## src/rtl/regfile_pkg.sv

```systemverilog
// Shared RegFile constants and the writeback request type used by the
// writeback stage, the write arbiter and RegFile.
package regfile_pkg;

   localparam int DATA_W = 32;
   localparam int ADDR_W = 5;
   localparam int NREG   = 2 ** ADDR_W;

   localparam logic [ADDR_W-1:0] REG_ZERO = '0;

   typedef struct packed {
      logic [ADDR_W-1:0] addr;
      logic [DATA_W-1:0] data;
   } wb_req_t;

endpackage

```

## src/rtl/wb_hold_buf.sv

```systemverilog
// One-entry holding buffer for a single writeback channel. A write to the
// zero register is accepted but never stored.
module wb_hold_buf
   import regfile_pkg::*;
(
   input  logic    clk,
   input  logic    reset,
   input  logic    req_valid,
   input  wb_req_t req,
   input  logic    gnt,
   output logic    ready,
   output logic    loaded,
   output logic    v,
   output wb_req_t ent
);

   logic accept;

   // Refill is allowed in the same cycle the current entry is being written.
   assign ready  = reset & (~v | gnt);
   assign accept = req_valid & ready;
   assign loaded = accept & (req.addr != REG_ZERO);

   always_ff @(posedge clk) begin
      if (!reset) begin
         v <= 1'b0;
      end else if (loaded) begin
         v <= 1'b1;
      end else if (gnt) begin
         v <= 1'b0;
      end
   end

   always_ff @(posedge clk) begin
      if (loaded) begin
         ent <= req;
      end
   end

endmodule

```

## src/rtl/regfile_wr_arbiter.sv

```systemverilog
// Shares the single RegFile write port between the ALU (ch0) and load (ch1)
// writeback channels and publishes a pending-write mask for RAW stalls.
module regfile_wr_arbiter
   import regfile_pkg::*;
(
   input  logic              clk,
   input  logic              reset,
   input  logic              wb0_valid,
   output logic              wb0_ready,
   input  logic [ADDR_W-1:0] wb0_addr,
   input  logic [DATA_W-1:0] wb0_data,
   input  logic              wb1_valid,
   output logic              wb1_ready,
   input  logic [ADDR_W-1:0] wb1_addr,
   input  logic [DATA_W-1:0] wb1_data,
   output logic              rg_wrt_en,
   output logic [ADDR_W-1:0] rg_wrt_addr,
   output logic [DATA_W-1:0] rg_wrt_data,
   output logic [NREG-1:0]   pend_mask
);

   wb_req_t req0, req1, ent0, ent1;
   logic    v0, v1, load0, load1, gnt0, gnt1;
   logic    rr_ptr, older, older_nxt, pick1;
   logic    nv0, nv1;

   assign req0 = '{addr: wb0_addr, data: wb0_data};
   assign req1 = '{addr: wb1_addr, data: wb1_data};

   wb_hold_buf u_buf0 (
      .clk       (clk),
      .reset     (reset),
      .req_valid (wb0_valid),
      .req       (req0),
      .gnt       (gnt0),
      .ready     (wb0_ready),
      .loaded    (load0),
      .v         (v0),
      .ent       (ent0)
   );

   wb_hold_buf u_buf1 (
      .clk       (clk),
      .reset     (reset),
      .req_valid (wb1_valid),
      .req       (req1),
      .gnt       (gnt1),
      .ready     (wb1_ready),
      .loaded    (load1),
      .v         (v1),
      .ent       (ent1)
   );

   // Same destination must commit in program order so the last write wins.
   always_comb begin
      pick1 = 1'b0;
      gnt0  = 1'b0;
      gnt1  = 1'b0;
      if (reset) begin
         if (v0 & v1) begin
            pick1 = (ent0.addr == ent1.addr) ? older : rr_ptr;
            gnt0  = ~pick1;
            gnt1  = pick1;
         end else begin
            gnt0 = v0;
            gnt1 = v1;
         end
      end
   end

   // A refill in the grant cycle makes that entry the newer one.
   always_comb begin
      nv0       = load0 | (v0 & ~gnt0);
      nv1       = load1 | (v1 & ~gnt1);
      older_nxt = older;
      if (nv0 & nv1) begin
         if (load0 ^ load1) begin
            older_nxt = load0;
         end else if (load0) begin
            older_nxt = 1'b0;
         end
      end else begin
         older_nxt = nv1;
      end
   end

   always_ff @(posedge clk) begin
      if (!reset) begin
         rr_ptr <= 1'b0;
         older  <= 1'b0;
      end else begin
         if (v0 & v1) begin
            rr_ptr <= ~pick1;
         end
         older <= older_nxt;
      end
   end

   always_comb begin
      rg_wrt_en   = gnt0 | gnt1;
      rg_wrt_addr = '0;
      rg_wrt_data = '0;
      if (gnt1) begin
         rg_wrt_addr = ent1.addr;
         rg_wrt_data = ent1.data;
      end else if (gnt0) begin
         rg_wrt_addr = ent0.addr;
         rg_wrt_data = ent0.data;
      end
   end

   always_comb begin
      pend_mask = '0;
      if (reset & v0) begin
         pend_mask[ent0.addr] = 1'b1;
      end
      if (reset & v1) begin
         pend_mask[ent1.addr] = 1'b1;
      end
   end

endmodule
```

## config.mk

```make
export PLATFORM = sky130hd
export DESIGN_NAME = regfile_wr_arbiter
export DESIGN_NICKNAME = d
export VERILOG_FILES = /design/src/rtl/regfile_pkg.sv /design/src/rtl/wb_hold_buf.sv /design/src/rtl/regfile_wr_arbiter.sv
export SDC_FILE = /design/constraint.sdc
export NUM_CORES = 1
export LEC_CHECK = 0
export CAP_MARGIN = 0
export CORE_ASPECT_RATIO = 1.4
export CORE_UTILIZATION = 38
export CTS_CLUSTER_DIAMETER = 30
export DETAILED_ROUTE_END_ITERATION = 10
export PLACE_DENSITY = 0.82
export SLEW_MARGIN = 20
export SYNTH_ARGS = -nofsm -noshare
export SYNTH_HDL_FRONTEND = slang
export SYNTH_SLANG_ARGS = --single-unit
```

## constraint.sdc

```tcl
create_clock -name clk -period 4.08 [get_ports clk]
set_input_delay 0.816 -clock clk [delete_from_list [all_inputs] [get_ports clk]]
set_output_delay 0.816 -clock clk [all_outputs]
set_load 0.02 [all_outputs]
```

==> metrics.md <==
| Metric | Value |
|---|---|
| Async S/R FF share, synth | 0% |
| Worst R2R Start | u_buf1.ent[35] |
| WS Path Type | reg -> out |
| Worst-path clk slew | roughly 60 ps |
| DR vias/cell | 5.48 |
| Nature of the critical path endpoint | output pin |
| Diodes inserted | 0 |
| Setup Total Neg Slack | 0 ps |
| Final Power | 1.97 mW |
| Worst-skew pair later-pin latency | approximately 330 ps |
| Clock root buffer | clkbuf_16 |
| Worst slew margin | between 30 and 40% |
| Die footprint | ~0.0095 sq mm |
| Flops & latches, synth | 78 |
| # IOs | 150 |
| Minimum setup slack after placement | between 300 and 400 ps |
| Num Clock Sinks | slightly below 80 |
| Synth Area in Compound Gates | between 10% and 20% |
| Tmin final | 3810 ps |
| Min-Delay Endpoint | rr_ptr |
| Critical Path AT | ~3000 ps |
| Total track usage | between 10% and 20% |
| Initial antenna violation count | 0 |
| Grt ovf | 0 |
| Hold buffer count at CTS | 0 |
| Final std cells w/o fill | between 400 and 500 |
| Final Hold Fails | 0 |
| Final worst setup slack | 271 ps |
| Maximum VDD drop | around 0.35 mV |
| Layout cells sized above 1 | roughly 7.7% |
| Mux cell area share after synthesis | between 1 and 1.5% |
| Mapped Cells | 240 |
| Initial Util | roughly 40% |
| Starting DRC count in detailed routing | about 170 |
| Crit-path max FO | 36 |
| Final WL | ~8.8 mm |
| Worst r2r path cells | 6 |
| WHS Path Cells | 2 |
| RePlAce Congestion | 0.781 |
| Hold path start | rr_ptr |
| Routed wire per std cell | 17.8 microns |
| Clock skew | 9.51 ps |
| Chip width | roughly 83 microns |
| RSZ-0062 raised after global routing | no |
| Status | complete, no violations |
| Fin. max-slew vios | 0 |
| Seq/Total Area, Yosys | 66.8% |
| Placed cell area | ~0.0050 sq mm |
| Final Cell Area | 0.00533 sq mm |
| Startpoint types | register |
| Area grow syn2layout | 54.5% |
| Fraction of the mapped netlist area in adder cells | less than 1% |
| Largest net degree at the start of global routing | 38 |
| Setup Fix Bufs, Post-CTS | 0 |
| Cell Pwr Density | between 300 and 400 mW/mm^2 |
| First-pass GRT wire length | about 13 mm |
| Static Leak | between 1.5 and 2 nW |
| Max clock buf depth | 2 |
| Post-DRT Antenna Nets | 0 |
| Reg-to-reg slack, setup | between 1000 and 1500 ps |
| Terminus of the critical flop-to-flop path | u_buf1.ent[12] |
| Synth Area in Simple Gates | roughly 8.2% |
| Placed cell count | just under 500 |
| DRT Pass-1 Iters | 4 |
| CTS resizes | 0 |
| Syn Area/Cell | approximately 14 sq um |
| Hold Path Class | reg -> reg |
| Synth Cell Area | 0.00345 sq mm |
| Row count | 40 |
| Endpoints failing setup | 0 |
| Number of synthesized flops with an enable pin | 74 |
| Worst path required time | 3260 ps |
| Core ar. | a little under 0.009 sq mm |
| Maximum clock frequency | approximately 260 MHz |
| Max cap viols | 0 |
| DRC errors left | 0 |
| Mapped Nets | 319 |
| Vias | 2720 |
| Largest family of logic cells by synthesized area | compound AO/OA/AOI/OAI gates |
| Vias in the first global route | approximately 2700 |
| Synth Area in XOR/XNOR | 1.27% |
| Worst Tran Pin Value | 913 ps |
| Main flop type after synthesis | edfxtp_1 |
| Period utilization | between 90 and 100% |
| Die Y | between 100 and 150 microns |
| Hpwl dp | 6.30 mm |
| Synth warnings | 0 |
| Htree depth | 3 |
| Nets | between 400 and 500 |
| Distinct cells, synth | 39 |
| CTS tree | yes |
| Num CTS Buffers | 9 |
| IO buf count | 149 |
cells in the final DEF, fill, tap and decap left out, types with 2 or more instances in the layout:
cell and n:
buf_4 4, a2bb2oi_1 2, clkdlybuf4s50_1 149, a22o_1 36
or4_1 2, inv_1 4, nand2_1 12, or3_1 3
bufinv_16 2, xor2_1 3, xnor2_1 2, or3b_2 4
o21ai_0 3, nand3_1 4, nor2_1 5, a21oi_1 2
nand4b_1 2, clkbuf_16 9, and2_1 2, nand3b_1 6
o22ai_1 32, dfxtp_1 4, edfxtp_1 74, o21a_1 3
a21oi_4 2, nand4_1 2, clkinv_1 2
worst max-delay path, cell delays in order, from the launching register on:
cell and delay [ps]:
edfxtp_1 510, xor2_1 220, nor3_2 210, nand3_2 140
mux2_4 360, a21oi_4 180, buf_12 210, a22o_1 190
clkdlybuf4s50_1 620
cell usage after synthesis (3+ instances only):
master	n	share of area (%)
clkbuf_1	4	0.44
a22o_1	36	9.1
o22ai_1	32	5.8
nand2_1	12	1.3
dfxtp_1	4	2.3
nand3b_1	6	1.3
inv_1	4	0.44
or3b_2	4	1.0
o21a_1	3	0.65
edfxtp_1	74	64
buf_2	8	1.2
o21ai_0	3	0.44
nand3_1	4	0.58
or3_1	3	0.54
buf_6	4	1.3
xor2_1	3	0.76
nor2_1	6	0.65
report_power, final:
part | switching [mW] | internal [mW]
combinational | 0.0936 | 0.125
clock | 0.286 | 0.528
sequential | 0.0205 | 0.919
total | 0.401 | 1.57
through the flow:
stage / util, % / hold WS [ps]
6_report: 61.2 / 519
5_1_grt: 61.2 / 553
4_1_cts: 61.2 / 520
3_5_place_dp: 57.7 / 513
3_3_place_gp: 57.7 / 497
2_1_floorplan: - / 487
registers in the layout (all words and copies together), names as in the netlist:
signal      count
older           1
rr_ptr          1
u_buf0.ent     37
u_buf0.v        1
u_buf1.ent     37
u_buf1.v        1
per-layer routing:
layer  global-route usage (%)  wire length, microns
met1                     17.8                  3150
met2                     34.5                  4660
met3                     8.05                   822
met4                     8.97                   200
met5                        0                     0
layout make-up:
cell class / count / area [sq um]
fill: 688 / 3380
multi-input combinational: 140 / 1030
sequential: 78 / 2300
tap: 105 / 131
inverter: 4 / 15.0
timing repair buffer: 154 / 1540
clock buffer: 10 / 229
clock inverter: 5 / 75.1
how the worst max path moves through the flow:
stage                        start         endpoint  slack [ps]  cells after the start
floorplan           u_buf1.ent[35]            older          50                     12
global placement             reset     pend_mask[0]         400                      5
detailed placement           reset     pend_mask[0]         340                      5
CTS                 u_buf1.ent[35]   rg_wrt_data[8]         250                      8
global route        u_buf1.ent[35]  rg_wrt_data[16]         150                      8
finish              u_buf1.ent[35]   rg_wrt_data[8]         270                      8
cell families (layout without fill, tap and decap cells):
logic type | count (synthesis) | count (layout)
and+or+nand+nor | 48 | 48
adders and majority gates | 1 | 1
buffers and inverters | 22 | 173
muxes | 2 | 2
xor gates and xnor gates | 5 | 5
AOI/OAI and AO/OA | 84 | 84
DFF | 78 | 78
Power figures use the tool's default switching activity.
==> variant (config.mk and constraints unchanged) <==
The package constant `REG_ZERO` goes from '0 to 1.
--- a/src/rtl/regfile_pkg.sv
+++ b/src/rtl/regfile_pkg.sv
@@ -7,5 +7,5 @@
    localparam int NREG   = 2 ** ADDR_W;
 
-   localparam logic [ADDR_W-1:0] REG_ZERO = '0;
+   localparam logic [ADDR_W-1:0] REG_ZERO = 1;
 
    typedef struct packed {
Behaviour: not the same (a bounded check fails within 4 cycles, from zero or initial values and one cycle with reset low).
==> variant against the unedited design <==
  * Clock skew decreased by 0.0038 ns
  * Non-clock buffer count unchanged
  * Synthesized area increased by 0.11%
  * Sequential power about the same
  * Design area increased by 0.23%
  * Total power increased by 0.44%
  * Sequential cell count unchanged
  * Maximum frequency increased by 0.60%
  * Worst setup slack improved by 0.023 ns
  * First-iteration DRC count decreased by 29%
  * Sequential share of layout area decreased by 0.10 points
  * Routed wire length decreased by 0.93%
  * Largest cell class unchanged
  * Highest routed layer unchanged
==> variant: results <==
export IMPL_status="complete, no violations"
export IMPL_drtIter0Drc=122
export IMPL_synth_seq_area_share_pct=66.7
export IMPL_drive_gt1_share_pct=8.70
export IMPL_diodes=0
export IMPL_grt_usage_pct=19.1
export IMPL_gp_congestion=0.785
export IMPL_hold_class="reg2reg"
export IMPL_async_reset_ff_share_pct=0
export IMPL_vias_per_cell=5.44
export IMPL_synth_nets=319
export IMPL_wl_mm=8.76
export IMPL_clkTransAtPathRegs_ns=0.05
export IMPL_hpwlAfterDp_mm=6.30
export IMPL_p_leak_nw=1.77
export IMPL_synth_edf_count=74
export IMPL_cts_buffers=9
export IMPL_fillers=699
export IMPL_cts_path_max_buffers=2
export IMPL_layout_nets=466
export IMPL_first_global_vias=2659
export IMPL_placed_area_um2=5030
export IMPL_grt_pass1_wl_mm=13.1
export IMPL_vdd_drop_max_v=0.000290
export IMPL_worstMarginPinSlew_ns=0.864
export IMPL_synthTopCellsByArea="edfxtp_1 (64%), a22o_1 (9.1%), o22ai_1 (5.8%)"
export IMPL_power_internal_mw=1.58
export IMPL_ys_flop_type="edfxtp_1"
export IMPL_numPortBuffers=149
export IMPL_yosysWarningCount=0
export IMPL_grt_max_degree=38
export IMPL_synthTopCellsByCount="edfxtp_1 (74), a22o_1 (36), o22ai_1 (32)"
export IMPL_drt_first_pass_iters=4
export IMPL_critical_path_top_delay_family="buffers and inverters"
export IMPL_post_cts_buffers=0
export IMPL_reg_top3="u_buf0.ent (37), u_buf1.ent (37)"
export IMPL_fin_worst_skew_ns=0.00566
export IMPL_root_buffer="clkbuf_16"
==> variant: changes by cell type after synthesis <==
cell	delta
clkbuf_1	+1
or4_1	-2
or4b_2	+2
buf_2	-1
==> variant: worst min-delay path: cells and delay by family, from the launching register on <==
family             cells  cell delay, ns
AOI/OAI and AO/OA      1            0.08
DFF                    1            0.34
and+or+nand+nor        1            0.06
==> variant: final timing paths <==
kind	startpoint	endpoint	slack, ns	cells past startpoint
setup / recovery	u_buf1.ent[35]	rg_wrt_data[15]	0.29	8
hold / removal	rr_ptr	rr_ptr	0.53	2
setup reg to reg	u_buf1.ent[35]	u_buf1.ent[11]	1.37	6
hold reg to reg	rr_ptr	rr_ptr	0.53	2
==> variant: cells by family (layout without fill, tap and decap cells) <==
family                     Yosys count  after routing  share of synthesized area [%]
AOI/OAI and AO/OA                   84             84                           18.5
DFF                                 78             78                           66.7
and+or+nand+nor                     48             48                           8.37
buffers and inverters               22            173                           3.73
xor gates and xnor gates             5              5                           1.27
muxes                                2              2                           1.09
adders and majority gates            1              1                          0.362
==> variant: cell type report <==
cell class	count	share of cell area, %
inverters	4	0.281
flip-flops and latches	78	43.1
well taps	105	2.46
clock buffers	9	4.22
clock inverters	6	1.62
multi-input cells	140	19.4
repair buffers	154	28.9
==> variant: power groups by stage <==
stage | clock network [mW] | logic, mW | registers (mW)
2_1_floorplan | 0 | 0.0989 | 0.945
3_3_place_gp | 0 | 0.214 | 0.953
3_5_place_dp | 0 | 0.219 | 0.956
4_1_cts | 0.848 | 0.220 | 0.939
5_1_grt | 0.881 | 0.232 | 0.943
6_report | 0.824 | 0.218 | 0.939
==> variant: routing by layer <==
layer	up-vias	routed length [µm]	GRT usage [%]
li1	1272	-	-
met1	1283	3240	20.3
met2	131	4600	33.4
met3	13	720	7.38
met4	0	192	7.93
met5	-	0	0
==> variant: per-stage QoR <==
| stage | std cells | util, % | hold slack (ns) | setup slack (ns) |
|---|---|---|---|---|
| after floorplan | 240 | - | 0.487 | 0.0494 |
| after global placement | 481 | 57.7 | 0.499 | 0.476 |
| after detailed placement | 481 | 57.7 | 0.530 | 0.380 |
| after CTS | 496 | 61.3 | 0.538 | 0.267 |
| after global routing | 496 | 61.3 | 0.558 | 0.150 |
| final | 496 | 61.3 | 0.530 | 0.294 |
